<file path="config.mk">
export PLATFORM = sky130hd
export DESIGN_NAME = bist_march_ctrl_flat
export DESIGN_NICKNAME = d
export VERILOG_FILES = /design/src/rtl/bist_march_if.sv /design/src/rtl/bist_march_ctrl.sv /design/src/flat_wrapper.sv
export SDC_FILE = /design/constraint.sdc
export NUM_CORES = 1
export LEC_CHECK = 0
export BUFFER_PORTS_ARGS = -buffer_cell sky130_fd_sc_hd__buf_2
export CORE_AREA = 5 5 51 98
export CTS_BUF_LIST = sky130_fd_sc_hd__clkbuf_16
export DETAILED_ROUTE_END_ITERATION = 12
export DIE_AREA = 0 0 56 103
export GPL_ROUTABILITY_DRIVEN = 0
export GPL_TIMING_DRIVEN = 1
export HOLD_SLACK_MARGIN = 0.1
export PLACE_DENSITY_LB_ADDON = 0.05
export SKIP_CTS_REPAIR_TIMING = 1
export SYNTH_ARGS = -nofsm -noshare
export SYNTH_HDL_FRONTEND = slang
export SYNTH_SLANG_ARGS = --single-unit
</file>
<file path="constraint.sdc">
create_clock -name clk -period 4.6 [get_ports clk]
set_clock_uncertainty 0.1 [all_clocks]
set_input_delay 0.46 -clock clk [delete_from_list [all_inputs] [get_ports clk]]
set_output_delay 0.46 -clock clk [all_outputs]
set_load 0.005 [all_outputs]
</file>
<file path="src/rtl/bist_march_if.sv">
// BIST controller bus: test-controller handshake plus the single-port SRAM strobes.
// The master modport is the BIST sequencer side, the slave modport is the controller/memory side.
interface bist_march_if #(
  parameter int unsigned AW = 4,
  parameter int unsigned DW = 8
);
  logic          start;
  logic          busy;
  logic          done;
  logic          fail;
  logic [AW-1:0] fail_addr;
  logic [2:0]    fail_elem;
  logic [AW-1:0] mem_addr;
  logic          mem_re;
  logic          mem_we;
  logic [DW-1:0] mem_wdata;
  logic [DW-1:0] mem_rdata;

  modport master (
    input  start, mem_rdata,
    output busy, done, fail, fail_addr, fail_elem,
           mem_addr, mem_re, mem_we, mem_wdata
  );

  modport slave (
    output start, mem_rdata,
    input  busy, done, fail, fail_addr, fail_elem,
           mem_addr, mem_re, mem_we, mem_wdata
  );
endinterface

</file>
<file path="src/rtl/bist_march_ctrl.sv">
// March C- BIST sequencer for one single-port synchronous SRAM: address/strobe sequencing,
// background data, one-cycle-delayed read compare and first-failure logging.
module bist_march_ctrl #(
  parameter int unsigned AW           = 4,
  parameter int unsigned DW           = 8,
  parameter bit          STOP_ON_FAIL = 1'b0
) (
  input  logic         clk,
  input  logic         rst,
  bist_march_if.master bist_io
);

  localparam logic [AW-1:0] ADDR_LAST = '1;

  typedef enum logic [3:0] {
    S_IDLE, S_M0, S_M1, S_M2, S_M3, S_M4, S_M5, S_DRAIN, S_DONE
  } state_e;

  state_e        state_q, state_d;
  logic [AW-1:0] addr_q, addr_d;
  logic          phase_q, phase_d;
  logic          rd_pend_q, rd_pend_d;
  logic [DW-1:0] exp_q, exp_d;
  logic [AW-1:0] cmp_addr_q, cmp_addr_d;
  logic [2:0]    cmp_elem_q, cmp_elem_d;
  logic          fail_q, fail_d;
  logic [AW-1:0] fail_addr_q, fail_addr_d;
  logic [2:0]    fail_elem_q, fail_elem_d;

  logic          busy_c;
  logic          re_c;
  logic          we_c;
  logic [DW-1:0] wdata_c;
  logic [DW-1:0] exp_c;
  logic [2:0]    elem_c;
  logic          mismatch_c;

  always_ff @(posedge clk or negedge rst) begin
    if (!rst) begin
      state_q     <= S_IDLE;
      addr_q      <= '0;
      phase_q     <= 1'b0;
      rd_pend_q   <= 1'b0;
      exp_q       <= '0;
      cmp_addr_q  <= '0;
      cmp_elem_q  <= '0;
      fail_q      <= 1'b0;
      fail_addr_q <= '0;
      fail_elem_q <= '0;
    end else begin
      state_q     <= state_d;
      addr_q      <= addr_d;
      phase_q     <= phase_d;
      rd_pend_q   <= rd_pend_d;
      exp_q       <= exp_d;
      cmp_addr_q  <= cmp_addr_d;
      cmp_elem_q  <= cmp_elem_d;
      fail_q      <= fail_d;
      fail_addr_q <= fail_addr_d;
      fail_elem_q <= fail_elem_d;
    end
  end

  always_comb begin
    // Strobe/background decode from registered state and phase (phase 0 = read, 1 = write)
    re_c    = 1'b0;
    we_c    = 1'b0;
    wdata_c = '0;
    exp_c   = '0;
    elem_c  = 3'd0;
    busy_c  = (state_q != S_IDLE) && (state_q != S_DONE);
    case (state_q)
      S_M0: we_c = 1'b1;
      S_M1, S_M3: begin
        elem_c  = (state_q == S_M1) ? 3'd1 : 3'd3;
        re_c    = !phase_q;
        we_c    = phase_q;
        wdata_c = '1;
      end
      S_M2, S_M4: begin
        elem_c = (state_q == S_M2) ? 3'd2 : 3'd4;
        re_c   = !phase_q;
        we_c   = phase_q;
        exp_c  = '1;
      end
      S_M5: begin
        elem_c = 3'd5;
        re_c   = 1'b1;
      end
      default: ;
    endcase

    mismatch_c = busy_c && rd_pend_q && (bist_io.mem_rdata != exp_q);

    state_d     = state_q;
    addr_d      = addr_q;
    phase_d     = phase_q;
    rd_pend_d   = re_c;
    exp_d       = exp_c;
    cmp_addr_d  = addr_q;
    cmp_elem_d  = elem_c;
    fail_d      = fail_q;
    fail_addr_d = fail_addr_q;
    fail_elem_d = fail_elem_q;

    case (state_q)
      S_IDLE, S_DONE: begin
        if (bist_io.start) begin
          state_d     = S_M0;
          addr_d      = '0;
          phase_d     = 1'b0;
          rd_pend_d   = 1'b0;
          fail_d      = 1'b0;
          fail_addr_d = '0;
          fail_elem_d = 3'd0;
        end
      end
      S_M0: begin
        if (addr_q == ADDR_LAST) begin
          state_d = S_M1;
          addr_d  = '0;
        end else begin
          addr_d = addr_q + AW'(1);
        end
      end
      S_M1, S_M2: begin
        phase_d = !phase_q;
        if (phase_q) begin
          if (addr_q == ADDR_LAST) begin
            state_d = (state_q == S_M1) ? S_M2 : S_M3;
            addr_d  = (state_q == S_M1) ? '0 : ADDR_LAST;
          end else begin
            addr_d = addr_q + AW'(1);
          end
        end
      end
      S_M3, S_M4: begin
        phase_d = !phase_q;
        if (phase_q) begin
          if (addr_q == '0) begin
            state_d = (state_q == S_M3) ? S_M4 : S_M5;
            addr_d  = (state_q == S_M3) ? ADDR_LAST : '0;
          end else begin
            addr_d = addr_q - AW'(1);
          end
        end
      end
      S_M5: begin
        if (addr_q == ADDR_LAST) begin
          state_d = S_DRAIN;
          addr_d  = '0;
        end else begin
          addr_d = addr_q + AW'(1);
        end
      end
      S_DRAIN: begin
        state_d = S_DONE;
        addr_d  = '0;
      end
      default: begin
        state_d = S_IDLE;
        addr_d  = '0;
        phase_d = 1'b0;
      end
    endcase

    // First mismatch wins; the write already on the bus this cycle still completes
    if (mismatch_c && !fail_q) begin
      fail_d      = 1'b1;
      fail_addr_d = cmp_addr_q;
      fail_elem_d = cmp_elem_q;
    end
    if (STOP_ON_FAIL && mismatch_c) begin
      state_d   = S_DONE;
      addr_d    = '0;
      phase_d   = 1'b0;
      rd_pend_d = 1'b0;
    end
  end

  assign bist_io.busy      = busy_c;
  assign bist_io.done      = (state_q == S_DONE);
  assign bist_io.fail      = fail_q;
  assign bist_io.fail_addr = fail_addr_q;
  assign bist_io.fail_elem = fail_elem_q;
  assign bist_io.mem_addr  = busy_c ? addr_q : '0;
  assign bist_io.mem_re    = re_c;
  assign bist_io.mem_we    = we_c;
  assign bist_io.mem_wdata = wdata_c;

endmodule

</file>
<file path="src/flat_wrapper.sv">
// flat-port wrapper written by rule: the top's interface ports become plain ports
module bist_march_ctrl_flat 
#(
  parameter int unsigned AW           = 4,
  parameter int unsigned DW           = 8,
  parameter bit          STOP_ON_FAIL = 1'b0
)
  (clk, rst, bist_io_start, bist_io_mem_rdata, bist_io_busy, bist_io_done, bist_io_fail, bist_io_fail_addr, bist_io_fail_elem, bist_io_mem_addr, bist_io_mem_re, bist_io_mem_we, bist_io_mem_wdata);
  bist_march_if #(.AW(AW), .DW(DW)) bist_io_i ();
  input  logic clk;
  input  logic rst;
  input wire logic [$bits(bist_io_i.start)-1:0] bist_io_start;
  input wire logic [$bits(bist_io_i.mem_rdata)-1:0] bist_io_mem_rdata;
  output wire logic [$bits(bist_io_i.busy)-1:0] bist_io_busy;
  output wire logic [$bits(bist_io_i.done)-1:0] bist_io_done;
  output wire logic [$bits(bist_io_i.fail)-1:0] bist_io_fail;
  output wire logic [$bits(bist_io_i.fail_addr)-1:0] bist_io_fail_addr;
  output wire logic [$bits(bist_io_i.fail_elem)-1:0] bist_io_fail_elem;
  output wire logic [$bits(bist_io_i.mem_addr)-1:0] bist_io_mem_addr;
  output wire logic [$bits(bist_io_i.mem_re)-1:0] bist_io_mem_re;
  output wire logic [$bits(bist_io_i.mem_we)-1:0] bist_io_mem_we;
  output wire logic [$bits(bist_io_i.mem_wdata)-1:0] bist_io_mem_wdata;
  assign bist_io_i.start = bist_io_start;
  assign bist_io_i.mem_rdata = bist_io_mem_rdata;
  assign bist_io_busy = bist_io_i.busy;
  assign bist_io_done = bist_io_i.done;
  assign bist_io_fail = bist_io_i.fail;
  assign bist_io_fail_addr = bist_io_i.fail_addr;
  assign bist_io_fail_elem = bist_io_i.fail_elem;
  assign bist_io_mem_addr = bist_io_i.mem_addr;
  assign bist_io_mem_re = bist_io_i.mem_re;
  assign bist_io_mem_we = bist_io_i.mem_we;
  assign bist_io_mem_wdata = bist_io_i.mem_wdata;
  bist_march_ctrl #(.AW(AW), .DW(DW), .STOP_ON_FAIL(STOP_ON_FAIL)) u_core (.clk(clk), .rst(rst), .bist_io(bist_io_i));
endmodule
</file>
# Yosys cells after proc, flatten, opt, wreduce, memory -nomap -nowiden
# Cells that the tools add are included.
# totals
inputBits	11
reg_bits	33
# classes
eq_ne	18
n_bitwise	1
n_reduce_logical	23
mux	38
add_sub_neg	2
# ops
cell	n
4-bit two-way mux	18
4-bit one-hot mux with 6 select lines	1
4-bit by 3-bit == test with 1-bit output, second input constant	4
8-bit two-way mux	2
4-bit one-hot mux with 4 select lines	1
3-bit two-way mux	5
2-bit by 1-bit != test with 1-bit output, second input constant	6
2-bit OR reduction	6
3-bit one-hot mux with 3 select lines	1
4-bit by 2-bit == test with 1-bit output, second input constant	2
4-bit == test, second input constant	2
4-bit logical NOT	2
8-bit != test	1
7-bit AND reduction	1
1-bit two-way mux	5
4-bit by 1-bit adder with 4-bit output, second input constant	1
4-bit by 1-bit == test with 1-bit output, second input constant	1
1-bit logical AND	4
2-bit two-way mux	2
4-bit != test, second input constant	1
1-bit one-hot mux with 2 select lines	2
2-bit AND reduction	2
2-bit nonzero test	2
4-bit nonzero test	1
8 further kinds	9

# Depth between registers and ports, before layout
# depth
ltp_word	7
depth_mapped	6

# Least setup slack after synthesis
# Ideal clock, no wire load.
# synth_timing
path_kind	reg2reg
from	register u_core.addr_q[0]
to	register u_core.state_q[0]
required_ns	4.375
stages_incl_launch_ff	7
arrival_time_ns	1.935
setup_slack_ns	2.440
setup_time_ns	0.125
n_path_buf	0
period_less_slack_ns	2.160
cell_sequence	dfrtp_1 -> inv_1 -> ha_1 -> nor3b_1 -> nor2_1 -> or3_4 -> mux2_4
# synth_between
elab_chain_len	3
elab_cells_between_ends	7
# synth_rtl
item	line	text
from (decl)	bist_march_ctrl.sv:20	logic [AW-1:0] addr_q, addr_d;
from (signal assigned)	bist_march_ctrl.sv:52	addr_q <= addr_d;
4-bit == test / 4-bit logical NOT (equally long branches)	--	
2-bit by 1-bit != test with 1-bit output (no line)	--	
7-bit AND reduction (no line) *	--	
to (signal assigned)	bist_march_ctrl.sv:51	state_q <= state_d;
to (decl)	bist_march_ctrl.sv:19	state_e state_q, state_d;
# Mark *: on every way between the ends. The rest lies on a longest branch, timed or not.
# A chain may end at the register's enable or synchronous reset.

# Worst setup path in the final report
# layout_timing
from	register u_core.state_q[1]
to	output bist_io_mem_addr[3]
# layout_between
elab_chain_len	3
elab_cells_between_ends	4
# layout_rtl
item	line	text
4-bit != test / 4-bit nonzero test (equally long branches)	bist_march_ctrl.sv:71	busy_c = (state_q != S_IDLE) && (state_q != S_DONE);
1-bit logical AND *	bist_march_ctrl.sv:71	
4-bit two-way mux *	bist_march_ctrl.sv:186	assign bist_io.mem_addr = busy_c ? addr_q : '0;
to (decl)	flat_wrapper.sv:19	output wire logic [$bits(bist_io_i.mem_addr)-1:0] bist_io_mem_addr;
# Marks and branches as above.

==> summary.md <==
| Metric | Value |
|---|---|
| RSZ-0062 raised after global routing | `no` |
| Worst setup EP type | `output port` |
| Pre-CTS setup slack | `1.83 ns` |
| Vias | `1,366` |
| Row Count | `34` |
| Total die area | `0.00577 mm2` |
| Die Ht | `103 um` |
| Initial Util | `38.4%` |
| Pin count of the biggest net entering global routing | `29` |
| DR pass1 iterations | `4` |
| Highest routing layer actually used | `met4` |
| Fmax | `323 MHz` |
| H-tree levels | `1` |
| Ys flop type | `dfrtp_1` |
| Filler instances | `428` |
| Tot Pwr | `1320 uW` |
| Top-count cell post-synth | `dfrtp_1` |
| WL met1 | `1670 um` |
| Largest cells by area after synthesis | `dfrtp_1 40%, mux2i_1 4.9%, nand2_1 3.7%` |
| CP startpoint kind | `register` |
| Net Sw Power | `541 uW` |
| Synth Cell Area | `0.00162 mm2` |
| Sequential cell fraction of total power | `33.6%` |
| Pint | `778 uW` |
| CP max-delay cell | `nor3_1` |
| Crit path from | `u_core.state_q[1]` |
| Clk buf depth | `2` |
| RR Startpoint | `u_core.state_q[1]` |
| Vias in the first global route | `1,306` |
| DR DRC count | `0` |
| VDD IR max | `0.000274 V` |
| CP cell instances | `nor3_1, inv_1, and2_1, buf_2` |
| Initial antenna violation count | `0` |
| Critical path type | `register to output port` |
| Register bit total from synthesis | `26` |
| Die X | `56 um` |
| Hold WC Path Type | `input pin to async pin` |
| Clock share of power | `19.1%` |
| Num CTS Buffers | `3` |
| Met2 Routed Length | `1980 um` |
| Max transition margin | `30.1%` |
| Leak pwr | `0.000859 uW` |
| Delay-heaviest family, CP | `simple AND/OR/NAND/NOR gates` |
| Largest area contributor in the netlist | `dfrtp_1` |
| Fraction of registers with async set/reset | `100%` |
| Final hold vios | `0` |
| Wirelength per Cell | `15.3 um` |
| Root Driver | `clkbuf_16` |
| Slew @ Worst Pin | `1.04 ns` |
| Synth warn | `0` |
| Final Core Density | `44.1%` |
| Crit-path max FO | `28` |
| Nets | `215` |
| Pwr/cell area | `711 mW/mm2` |
| Area of the multi-input gates | `813 um2` |
| Final cycle utilization of the critical path | `67.4%` |
| Clock slew at reported path FFs | `0.06 ns` |
| Final wirelength | `3900 um` |
| Met3 wire length | `176 um` |
| Distinct cells, synth | `49` |
| Critical path arrival | `2.54 ns` |
| Global Route Usage Sum | `13.7%` |
| Max Cap Viol | `0` |
| Post-layout minimum cycle time | `3.10 ns` |
| CTS tree | `done` |
| Core area | `0.00421 mm2` |
| Crit-path max cell delay | `0.96 ns` |
| Post-Syn Area per Cell | `8.99 um2` |
| Antenna diode count | `0` |
| Combinational cell fraction of total power | `47.3%` |
| Layout cells sized above 1 | `21.9%` |
| P&R area growth vs syn | `14.6%` |
| Slew Limit Fails | `0` |
| Global-route wire length before repair | `6420 um` |
| Syn nets | `193` |
| Post-synth top cells | `26 x dfrtp_1, 16 x nand2_1, 16 x nor2_1, 13 x inv_1, 9 x a21oi_1` |
| Status | `finished, final reports clean` |
| CP bufs+invs | `2` |
| Num Clock Sinks | `26` |
| IO Pins | `35` |
| Finish-stage setup viols | `0` |
| Sequential share of the synthesized area | `40.2%` |
| Final HPWL DP | `2860 um` |
| Worst EP required | `4.04 ns` |
| Clk Latency, worst-skew pair | `0.26 ns` |
| Synth top area share | `40.2%` |
| Setup_tns | `0 ns` |
| DR iter-0 viols | `53` |
| DR vias/cell | `5.36` |
| Seq. cell area | `651 um2` |
| Post-route worst setup slack | `1.50 ns` |
| Number of port buffers | `34` |
| Antenna viol nets, final | `0` |
| Post-synth EDFFs | `0` |
| Net Sw Frac | `41.0%` |
| Gate count after technology mapping | `180` |
| Grt total ovfl | `0` |
-- metrics by stage --
step / cells / instance area (um2) / hold WS (ns)
after CTS: 255 / 1860 / 0.116
final: 255 / 1860 / 0.0940
after detailed placement: 251 / 1750 / 0.395
after global routing: 255 / 1860 / 0.146
after global placement: 251 / 1750 / 0.384
after floorplan: 180 / 1620 / 0.0644
-- final cells by class --
class,instances,area share [%]
multi-input cells,124,43.8
repair buffers,34,9.17
well taps,54,3.64
clock buffers,3,4.05
clock inverters,1,1.62
flip-flops and latches,26,35.1
inverters,13,2.63
-- cell usage in the layout, fill, tap and decap left out, drive strengths merged, types with 3 or more instances in the layout --
master  synthesis  final
a211oi          3      3
nand2          16     16
mux2i           8      8
nand3           3      3
nor3            6      6
a21oi           9      9
clkbuf          7      3
buf            10     34
nand2b          4      4
dfrtp          26     26
nor2           16     16
or3             3      3
nor4b           4      4
inv            13     13
o21ai           7      7
nand4           3      3
nor4            4      4
nor2b           3      3
-- metal layers --
layer	track usage, %	up-vias
li1	-	679
met2	23.5	40
met3	2.38	6
met4	5.12	0
met1	17.2	641
met5	0	-
-- logic make-up (layout without fill, tap and decap cells) --
kind of cell	count (synthesis)	after routing	synth area share [%]
simple gates	71	71	24.8
xor+xnor	2	2	1.08
flops	26	26	40.2
fa+ha+maj	2	2	1.55
compound gates	40	40	16.9
mux	9	9	5.87
buf+inv	30	51	9.58
-- sequential cells by signal (all words and copies together), names as in the netlist --
register,flops
u_core.state_q,4
u_core.bist_io.fail,1
u_core.addr_q,4
u_core.exp_q,1
u_core.cmp_addr_q,4
u_core.rd_pend_q,1
u_core.bist_io.fail_elem,3
u_core.bist_io.fail_addr,4
u_core.cmp_elem_q,3
u_core.phase_q,1
-- final timing paths --
kind                                          endpoint  slack (ns)  cells past startpoint
min reg2reg                u_core.bist_io.fail_elem[2]        0.40                      2
max                                bist_io_mem_addr[3]        1.50                      4
max in group asynchronous            u_core.state_q[0]        3.92                      1
min in group clk           u_core.bist_io.fail_elem[2]        0.40                      2
max reg2reg                u_core.bist_io.fail_addr[0]        2.01                      4
min                        u_core.bist_io.fail_elem[2]        0.09                      1
-- power by group through the flow --
stage / sequential, uW / combinational [uW] / clock (uW)
after global placement: 445 / 632 / 0
after CTS: 442 / 631 / 259
after global routing: 460 / 705 / 266
final: 443 / 623 / 252
after floorplan: 370 / 546 / 0
after detailed placement: 446 / 627 / 0
-- worst register-to-register path: cells and delay by family (launching register included) --
family           cells  cell delay [ns]
muxes                1             0.08
and+or+nand+nor      3             1.59
DFF                  1             0.68
Power figures use the tool's default switching activity.
